`config.mk`:
```
export PLATFORM = sky130hd
export DESIGN_NAME = trap_ctrl
export DESIGN_NICKNAME = d
export VERILOG_FILES = /design/src/rtl/trap_ctrl.sv
export SDC_FILE = /design/constraint.sdc
export NUM_CORES = 1
export LEC_CHECK = 0
export BUFFER_PORTS_ARGS = -buffer_cell sky130_fd_sc_hd__buf_2
export CELL_PAD_IN_SITES_DETAIL_PLACEMENT = 0
export CELL_PAD_IN_SITES_GLOBAL_PLACEMENT = 1
export CORE_MARGIN = 1.5
export CORE_UTILIZATION = 30
export DETAILED_ROUTE_END_ITERATION = 6
export PLACE_DENSITY_LB_ADDON = 0.1
export SYNTH_ARGS = -nofsm -noshare
export SYNTH_HDL_FRONTEND = slang
export SYNTH_SLANG_ARGS = --single-unit
```
`constraint.sdc`:
```
create_clock -name clk -period 3.2 [get_ports clk]
set_input_delay 0.64 -clock clk [delete_from_list [all_inputs] [get_ports clk]]
set_output_delay 0.64 -clock clk [all_outputs]
set_load 0.03 [all_outputs]
```
`src/rtl/trap_ctrl.sv`:
```
// -----------------------------------------------------------------------------
// trap_ctrl
//
// Trap and interrupt controller placed directly in front of the CSR file.
// It watches the execute stage for ecall/mret and for the two level-sensitive
// machine interrupts (external, timer). When it takes one of them it holds the
// whole pipeline, performs a single-cycle control write of mstatus/mepc into
// the CSR file and then redirects the PC to the trap vector or back to mepc.
//
// Sequence for an accepted event (bus idle):
//   N   : IDLE, event detected, hold_o=1, instruction is not committed
//   N+1 : WRITE_CSR, csr_we_o=csr_ctrl_we_o=1 with new mstatus/mepc/mie
//   N+2 : JUMP, jump_o=1 with jump_addr_o
//   N+3 : IDLE again, hold_o released
// An outstanding load/store inserts WAIT_BUS cycles between IDLE and WRITE_CSR.
//
// Parameters
//   RESET_CAUSE   reset value of cause_o
//
// Ports
//   clk            clock
//   rst_n          synchronous active-low reset
//   irq_ext_i      external interrupt request (level)
//   irq_timer_i    timer interrupt request (level)
//   ecall_i        ecall in execute stage, qualified by inst_valid_i
//   mret_i         mret in execute stage, qualified by inst_valid_i
//   inst_valid_i   execute stage holds a real instruction
//   inst_addr_i    PC of the execute-stage instruction
//   bus_busy_i     load/store transaction outstanding
//   mstatus_i      current mstatus from CSR file
//   mepc_i         current mepc from CSR file
//   mtvec_i        current mtvec from CSR file
//   mie_i          current mie from CSR file
//   hold_o         stall the whole pipeline
//   jump_o         one-cycle PC redirect + flush
//   jump_addr_o    redirect target
//   csr_we_o       CSR write enable
//   csr_ctrl_we_o  select control-write values in the CSR file
//   mstatus_o      mstatus value for the control write
//   mepc_o         mepc value for the control write
//   mie_o          mie value for the control write
//   cause_o        cause of the last trap taken (feeds mcause later)
// -----------------------------------------------------------------------------
module trap_ctrl #(
   parameter logic [31:0] RESET_CAUSE = 32'h0000_0000
) (
   input  logic        clk,
   input  logic        rst_n,
   input  logic        irq_ext_i,
   input  logic        irq_timer_i,
   input  logic        ecall_i,
   input  logic        mret_i,
   input  logic        inst_valid_i,
   input  logic [31:0] inst_addr_i,
   input  logic        bus_busy_i,
   input  logic [31:0] mstatus_i,
   input  logic [31:0] mepc_i,
   input  logic [31:0] mtvec_i,
   input  logic [31:0] mie_i,
   output logic        hold_o,
   output logic        jump_o,
   output logic [31:0] jump_addr_o,
   output logic        csr_we_o,
   output logic        csr_ctrl_we_o,
   output logic [31:0] mstatus_o,
   output logic [31:0] mepc_o,
   output logic [31:0] mie_o,
   output logic [31:0] cause_o
);

   // ---------------------------------------------------------------------------
   // Constants
   // ---------------------------------------------------------------------------
   localparam logic [31:0] CAUSE_ECALL = 32'd11;
   localparam logic [31:0] CAUSE_EXT   = 32'h8000_000B;
   localparam logic [31:0] CAUSE_TIMER = 32'h8000_0007;

   // Bit positions inside mstatus / mie
   localparam int MSTATUS_MIE  = 3;
   localparam int MSTATUS_MPIE = 7;
   localparam int MIE_MTIE     = 7;
   localparam int MIE_MEIE     = 11;

   // Vector base is word aligned; the low two bits are the mode field.
   localparam logic [31:0] MTVEC_BASE_MASK = 32'hFFFF_FFFC;

   typedef enum logic [1:0] {
      ST_IDLE      = 2'b00,
      ST_WAIT_BUS  = 2'b01,
      ST_WRITE_CSR = 2'b10,
      ST_JUMP      = 2'b11
   } state_e;

   // ---------------------------------------------------------------------------
   // mstatus transforms
   // ---------------------------------------------------------------------------
   // Trap entry: save MIE into MPIE and disable interrupts, so the handler
   // starts with MIE=0 and a still-asserted level irq cannot re-trap at once.
   function automatic logic [31:0] mstatus_on_trap(input logic [31:0] ms);
      logic [31:0] r;
      r               = ms;
      r[MSTATUS_MPIE] = ms[MSTATUS_MIE];
      r[MSTATUS_MIE]  = 1'b0;
      return r;
   endfunction

   // Trap return: restore MIE from MPIE and set MPIE.
   function automatic logic [31:0] mstatus_on_mret(input logic [31:0] ms);
      logic [31:0] r;
      r               = ms;
      r[MSTATUS_MIE]  = ms[MSTATUS_MPIE];
      r[MSTATUS_MPIE] = 1'b1;
      return r;
   endfunction

   // ---------------------------------------------------------------------------
   // State and latched event context
   // ---------------------------------------------------------------------------
   state_e      state_q,      state_d;
   logic        is_mret_q,    is_mret_d;    // 1: sequence is an mret, 0: a trap
   logic [31:0] epc_q,        epc_d;        // PC of the interrupted instruction
   logic [31:0] trap_cause_q, trap_cause_d; // cause pending for cause_o
   logic [31:0] cause_q,      cause_d;

   // ---------------------------------------------------------------------------
   // Event detection (only meaningful in IDLE)
   // ---------------------------------------------------------------------------
   logic mret_ev_s;
   logic ecall_ev_s;
   logic ext_ev_s;
   logic timer_ev_s;
   logic accept_s;

   assign mret_ev_s  = inst_valid_i & mret_i;
   assign ecall_ev_s = inst_valid_i & ecall_i;
   assign ext_ev_s   = inst_valid_i & irq_ext_i & mstatus_i[MSTATUS_MIE]
                       & mie_i[MIE_MEIE];
   assign timer_ev_s = inst_valid_i & irq_timer_i & mstatus_i[MSTATUS_MIE]
                       & mie_i[MIE_MTIE];
   assign accept_s   = mret_ev_s | ecall_ev_s | ext_ev_s | timer_ev_s;

   // Next-state logic and latching of the event context
   always_comb begin
      state_d      = state_q;
      is_mret_d    = is_mret_q;
      epc_d        = epc_q;
      trap_cause_d = trap_cause_q;
      cause_d      = cause_q;

      case (state_q)
         ST_IDLE: begin
            if (accept_s) begin
               is_mret_d = mret_ev_s;
               epc_d     = inst_addr_i;
               // Priority mret > ecall > ext > timer; mret keeps the old cause.
               if (mret_ev_s) begin
                  trap_cause_d = trap_cause_q;
               end else if (ecall_ev_s) begin
                  trap_cause_d = CAUSE_ECALL;
               end else if (ext_ev_s) begin
                  trap_cause_d = CAUSE_EXT;
               end else begin
                  trap_cause_d = CAUSE_TIMER;
               end
               state_d = bus_busy_i ? ST_WAIT_BUS : ST_WRITE_CSR;
            end else begin
               state_d = ST_IDLE;
            end
         end
         ST_WAIT_BUS: begin
            if (bus_busy_i) begin
               state_d = ST_WAIT_BUS;
            end else begin
               state_d = ST_WRITE_CSR;
            end
         end
         ST_WRITE_CSR: begin
            state_d = ST_JUMP;
         end
         ST_JUMP: begin
            state_d = ST_IDLE;
         end
         default: begin
            state_d = ST_IDLE;
         end
      endcase

      // WRITE_CSR lasts a single cycle and is only reached from IDLE or
      // WAIT_BUS, so state_d==WRITE_CSR marks the entry edge.
      if ((state_d == ST_WRITE_CSR) && !is_mret_d) begin
         cause_d = trap_cause_d;
      end else begin
         cause_d = cause_q;
      end
   end

   // State and context registers with synchronous reset
   always_ff @(posedge clk) begin
      if (!rst_n) begin
         state_q      <= ST_IDLE;
         is_mret_q    <= 1'b0;
         epc_q        <= 32'h0000_0000;
         trap_cause_q <= 32'h0000_0000;
         cause_q      <= RESET_CAUSE;
      end else begin
         state_q      <= state_d;
         is_mret_q    <= is_mret_d;
         epc_q        <= epc_d;
         trap_cause_q <= trap_cause_d;
         cause_q      <= cause_d;
      end
   end

   // Output decode from the state register
   always_comb begin
      hold_o        = 1'b0;
      jump_o        = 1'b0;
      jump_addr_o   = 32'h0000_0000;
      csr_we_o      = 1'b0;
      csr_ctrl_we_o = 1'b0;
      mstatus_o     = 32'h0000_0000;
      mepc_o        = 32'h0000_0000;
      mie_o         = 32'h0000_0000;

      case (state_q)
         ST_IDLE: begin
            // Stall in the detect cycle so the instruction is not committed;
            // suppressed while reset is asserted so reset shows all-zero.
            hold_o = accept_s & rst_n;
         end
         ST_WAIT_BUS: begin
            hold_o = 1'b1;
         end
         ST_WRITE_CSR: begin
            hold_o        = 1'b1;
            csr_we_o      = 1'b1;
            csr_ctrl_we_o = 1'b1;
            mie_o         = mie_i;
            if (is_mret_q) begin
               mstatus_o = mstatus_on_mret(mstatus_i);
               mepc_o    = mepc_i;
            end else begin
               mstatus_o = mstatus_on_trap(mstatus_i);
               mepc_o    = epc_q;
            end
         end
         ST_JUMP: begin
            hold_o = 1'b1;
            jump_o = 1'b1;
            // mepc_i already reflects any write made in WRITE_CSR.
            if (is_mret_q) begin
               jump_addr_o = mepc_i;
            end else begin
               jump_addr_o = mtvec_i & MTVEC_BASE_MASK;
            end
         end
         default: begin
            hold_o = 1'b0;
         end
      endcase
   end

   assign cause_o = cause_q;

endmodule
```
Word-level counts from Yosys, hierarchy flattened. Cells that the tools add are included.

Output and inout bits: 164. Register bits: 99. Logic and storage cells: 46. Bits of input ports: 168.

Reductions and logical operators: 5. Mux-type cells: 20. Equal/unequal tests: 4. Bitwise logic cells: 12.

Operators with widths (number): two-way mux 32 bit (10); bitwise AND 1 bit (9); two-way mux 8 bit (1); case mux 2 bit (4 select lines) (1); == test 2 bit (second input constant) (3); two-way mux 1 bit (4); two-way mux 2 bit (2); two-way mux 4 bit (1); OR 1 bit (3); OR reduction 3 bit (1); == test 2 x 1 -> 1 bit (second input constant) (1); zero test 2 bit (1); case mux 1 bit (2 select lines) (1); AND reduction 2 bit (1); logical AND 1 bit (1); zero test 1 bit (1).

Depth between registers and ports, before layout.
Word-level depth: 9. Mapped depth: 7. Mapped depth without buffers: 4.

Worst setup path before layout. OpenSTA, ideal clock, no wires.

Kind: register -> output. Start: reg state_q[1]. End: out mstatus_o[22]. Path slack: 834 ps. Path buffers: 3. Stages on the path, launching flop included: 7. Data required time: 2560 ps. Arrival: 1726 ps. Cell sequence: dfxtp_1 clkbuf_1 nand2b_1 clkbuf_1 inv_1 clkbuf_1 and2_1.

Cells in the longest elaborated chain, start to end: 2.

Ends and longest elaborated chain: from (decl) (RTL line 119) `state_e state_q, state_d;`; from (signal assigned) (RTL line 206) `state_q <= state_d;`; == test 2 bit (RTL line 225) `case (state_q)`; two-way mux 32 bit (RTL line 225); to (decl) (RTL line 65) `output logic [31:0] mstatus_o,`.

Every way passes these cells.

Final worst setup path.
Start: reg state_q[1]. End: out mstatus_o[10].

The elaborated chain is that of the path after synthesis.

==> metrics.log <==
[metrics] cell area after layout: 6815 um^2
[metrics] Sum Neg Setup Slack: 0 ns
[metrics] Setup crit start: state_q[1]$_SDFF_PN0_
[metrics] top flip-flop cell by instance count after synthesis: sky130_fd_sc_hd__dfxtp_1
[metrics] Post-synth EDFFs: 0
[metrics] standard-cell rows: 45
[metrics] worst min-delay path category: flop to flop
[metrics] placed instance area: 6499 um^2
[metrics] post-synthesis net count: 751
[metrics] worst slew margin relative to its limit: 61.29%
[metrics] number of instances in the placed design: 1084
[metrics] first-pass GRT wire length: 24.28 mm
[metrics] Arr. time, crit path: 1.88 ns
[metrics] reg-to-reg endpoint: cause_o[29]$_SDFFE_PN0P_
[metrics] number of hold violations in the final report: 0
[metrics] Yosys reg bits: 99
[metrics] floorplan die area: 16420 um^2
[metrics] drc violations: 0
[metrics] Worst path max stage delay: 0.48 ns
[metrics] number of sinks on the clock net: 99
[metrics] clock insertion delay at the later pin of the skew report: 0.35 ns
[metrics] port bufs: 329
[metrics] worst slack on hold paths: 0.4584 ns
[metrics] maximum number of pins on one net before global-route repair: 66
[metrics] worst-case setup slack after placement: 0.7220 ns
[metrics] overflow left after global routing: 0
[metrics] RSZ-0062 raised after global routing: false
[metrics] reg2reg start: state_q[0]$_SDFF_PN0_
[metrics] non-filler instance count after layout: 1100
[metrics] root cell of the clock tree: sky130_fd_sc_hd__clkbuf_16
[metrics] required time worst endpoint: 2.56 ns
[metrics] setup clock skew after layout: 0.01184 ns
[metrics] cell depth of the worst flop-to-flop path: 5
[metrics] Area contributors post-synth: sky130_fd_sc_hd__dfxtp_1, sky130_fd_sc_hd__and2_1, sky130_fd_sc_hd__nand2b_1
[metrics] netlist area before placement: 4697 um^2
[metrics] Syn. warnings: 0
[metrics] crit path kind: flop to output port
[metrics] # IOs: 332
[metrics] Avg WL per Cell: 14.76 um
[metrics] post-layout util: 44.67%
[metrics] instance count of the mapped netlist: 583
[metrics] number of nets with antenna violations after routing: 0
[metrics] Net count, final: 1052
[metrics] fin crit share: 78.72%
[metrics] Power Total: 3.049 mW
[metrics] cell-by-cell listing of the critical path: nand2b_1 > inv_1 > buf_4 > and2_1 > buf_2
[metrics] vias per cell: 4.581
[metrics] layout cells sized above 1: 43.86%
[metrics] Worst Tran Pin Value: 0.5807 ns
[metrics] R2R setup slack: 1.27 ns
[metrics] area used by multi-input combinational logic: 2499 um^2
[metrics] startpoint type of the worst setup path: flop
[metrics] slowest library cell on the worst path: sky130_fd_sc_hd__dfxtp_1
[metrics] wirelength, routed: 16.24 mm
[metrics] sum of met2 wire segment lengths after detailed routing: 7.342 mm
[metrics] minimum clock period after layout: 2.519 ns
[metrics] total global-route track usage: 18.79%
[metrics] drt first pass iters: 6
[metrics] final weighted congestion of routability-driven global placement: 0.8548
[metrics] post-synth top area share: 42.19%
[metrics] overall via count from detail_route: 5039
[metrics] initial cell density of the core: 30.78%
[metrics] worst-path maximum fanout: 65
[metrics] worst vdd rail ir drop: 409.0 uV
[metrics] pins over their slew limit: 0
[metrics] Chip Width: 128.1 um
[metrics] distinct cell type count of the synthesized netlist: 36
[metrics] Top Metal Used: met5
[metrics] DRC marker count from the first detailed-route iteration: 316
[metrics] worst-case setup margin in the final layout: 0.6809 ns
[metrics] DP HPWL: 12.31 mm
[metrics] result of the run: complete, no violations
[metrics] total of endpoints with negative setup slack in the final report: 0
[metrics] list of most frequent post-synthesis cells: sky130_fd_sc_hd__dfxtp_1, sky130_fd_sc_hd__and2_1, sky130_fd_sc_hd__a21oi_1, sky130_fd_sc_hd__nand2_1, sky130_fd_sc_hd__nand2b_1
[metrics] number of filler cells placed in the layout: 1568
[metrics] vias in the first global route: 4554
[metrics] cell with the most instances after synthesis: sky130_fd_sc_hd__dfxtp_1
[metrics] number of antenna violations at the first check in global routing: 6
[metrics] CTS tree: done
[metrics] buffer depth of the longest clock path: 2
[metrics] category of the worst setup path capture point: output port
[metrics] # hold bufs at CTS: 0
[metrics] proportion of synthesized chip area in sequential cells: 42.19%
[metrics] number of gates resized after cts: 0
[metrics] buffer count from post-CTS setup fixing: 0
[metrics] sum of met3 wire segment lengths after detailed routing: 1.516 mm
[metrics] maximum clock frequency: 0.3970 GHz
[metrics] storage element area: 1983 um^2
[metrics] reported leakage power: 3.399 nW
[metrics] share of async-settable or async-resettable flops after synthesis: 0%
[metrics] Floorplan Core Area: 15260 um^2
[metrics] Syn Area/Cell: 8.057 um^2
[metrics] clock edge transition at the registers on the reported setup and hold paths: 0.07 ns
[metrics] die height: 128.1 um
[metrics] count of max-cap constraint violations: 0
[metrics] critical path capture point: mstatus_o[10]
[metrics] power density normalized to cell area: 447.4 nW/um^2
[metrics] Post-Route M1 WL: 7.193 mm
[metrics] area growth from synthesis to final layout: 45.10%
[metrics] CTS H-tree depth: 3
[metrics] TritonCTS Buffers: 9
[metrics] Yosys top cell by area: sky130_fd_sc_hd__dfxtp_1
==> cell type report <==
class	count	area share, %
Multi-Input combinational cell	431	36.66
Sequential cell	99	29.10
Timing Repair Buffer	340	25.56
Tap cell	211	3.874
Clock buffer	9	3.305
Clock inverter	5	1.267
Inverter	3	0.1652
Antenna cell	2	0.07343
==> where the power goes <==
part	internal [mW]	switching, mW
sequential	1.27	0.0264
clock	0.683	0.468
combinational	0.220	0.379
total	2.18	0.873
==> layer usage <==
layer  vias up  global-route usage (%)
met5         -                       0
met4         8                   4.032
met3        18                   9.391
met2       154                   30.04
met1      2298                   22.73
li1       2561                       -
==> sequential cells by signal, indices dropped and copies added (netlist names) <==
name / cells
state_q: 2
trap_cause_q: 32
epc_q: 32
cause_o: 32
is_mret_q: 1
==> critical path: cells and delay by family, from the launching register on <==
kind | cells | cell delay (ns)
buffers and inverters | 3 | 0.65
and+or+nand+nor | 2 | 0.38
DFF | 1 | 0.48
==> cell usage in the layout, fill, tap and decap left out, drive strengths merged <==
cell type	count
clkinv	1
or3	1
a311oi	3
inv	5
a31o	1
or3b	1
a21boi	1
and3	3
a311o	2
nor3b	1
a211oi	4
o21bai	1
nor2	10
clkbuf	9
bufinv	2
dfxtp	99
buf	340
nand3	34
nand2	70
nand2b	63
nor3	4
nor4b	1
and2	89
o21a	3
diode	2
o21ai	36
nor2b	2
a21oi	71
o22ai	1
a21o	1
a22o	27
or4b	1
==> cells by family after synthesis <==
kind of cell           after synthesis  share of synthesized area, %
DFF                                 99                         42.19
AOI/OAI and AO/OA                  151                         20.54
buffers and inverters               53                         5.008
and+or+nand+nor                    280                         32.26
==> worst min path at each step <==
| stage | slack (ns) | startpoint | depth (start not counted) | to |
|---|---|---|---|---|
| 5_1_grt | 0.47 | trap_cause_q[28]$_SDFF_PN0_ | 1 | trap_cause_q[28]$_SDFF_PN0_ |
| 4_1_cts | 0.46 | epc_q[5]$_SDFFE_PN0P_ | 2 | epc_q[5]$_SDFFE_PN0P_ |
| 3_3_place_gp | 0.44 | trap_cause_q[0]$_SDFF_PN0_ | 2 | trap_cause_q[0]$_SDFF_PN0_ |
| 3_5_place_dp | 0.45 | trap_cause_q[25]$_SDFF_PN0_ | 1 | trap_cause_q[25]$_SDFF_PN0_ |
| 6_report | 0.46 | epc_q[5]$_SDFFE_PN0P_ | 2 | epc_q[5]$_SDFFE_PN0P_ |
| 2_1_floorplan | 0.43 | trap_cause_q[0]$_SDFF_PN0_ | 2 | trap_cause_q[0]$_SDFF_PN0_ |
Power figures use the tool's default switching activity.
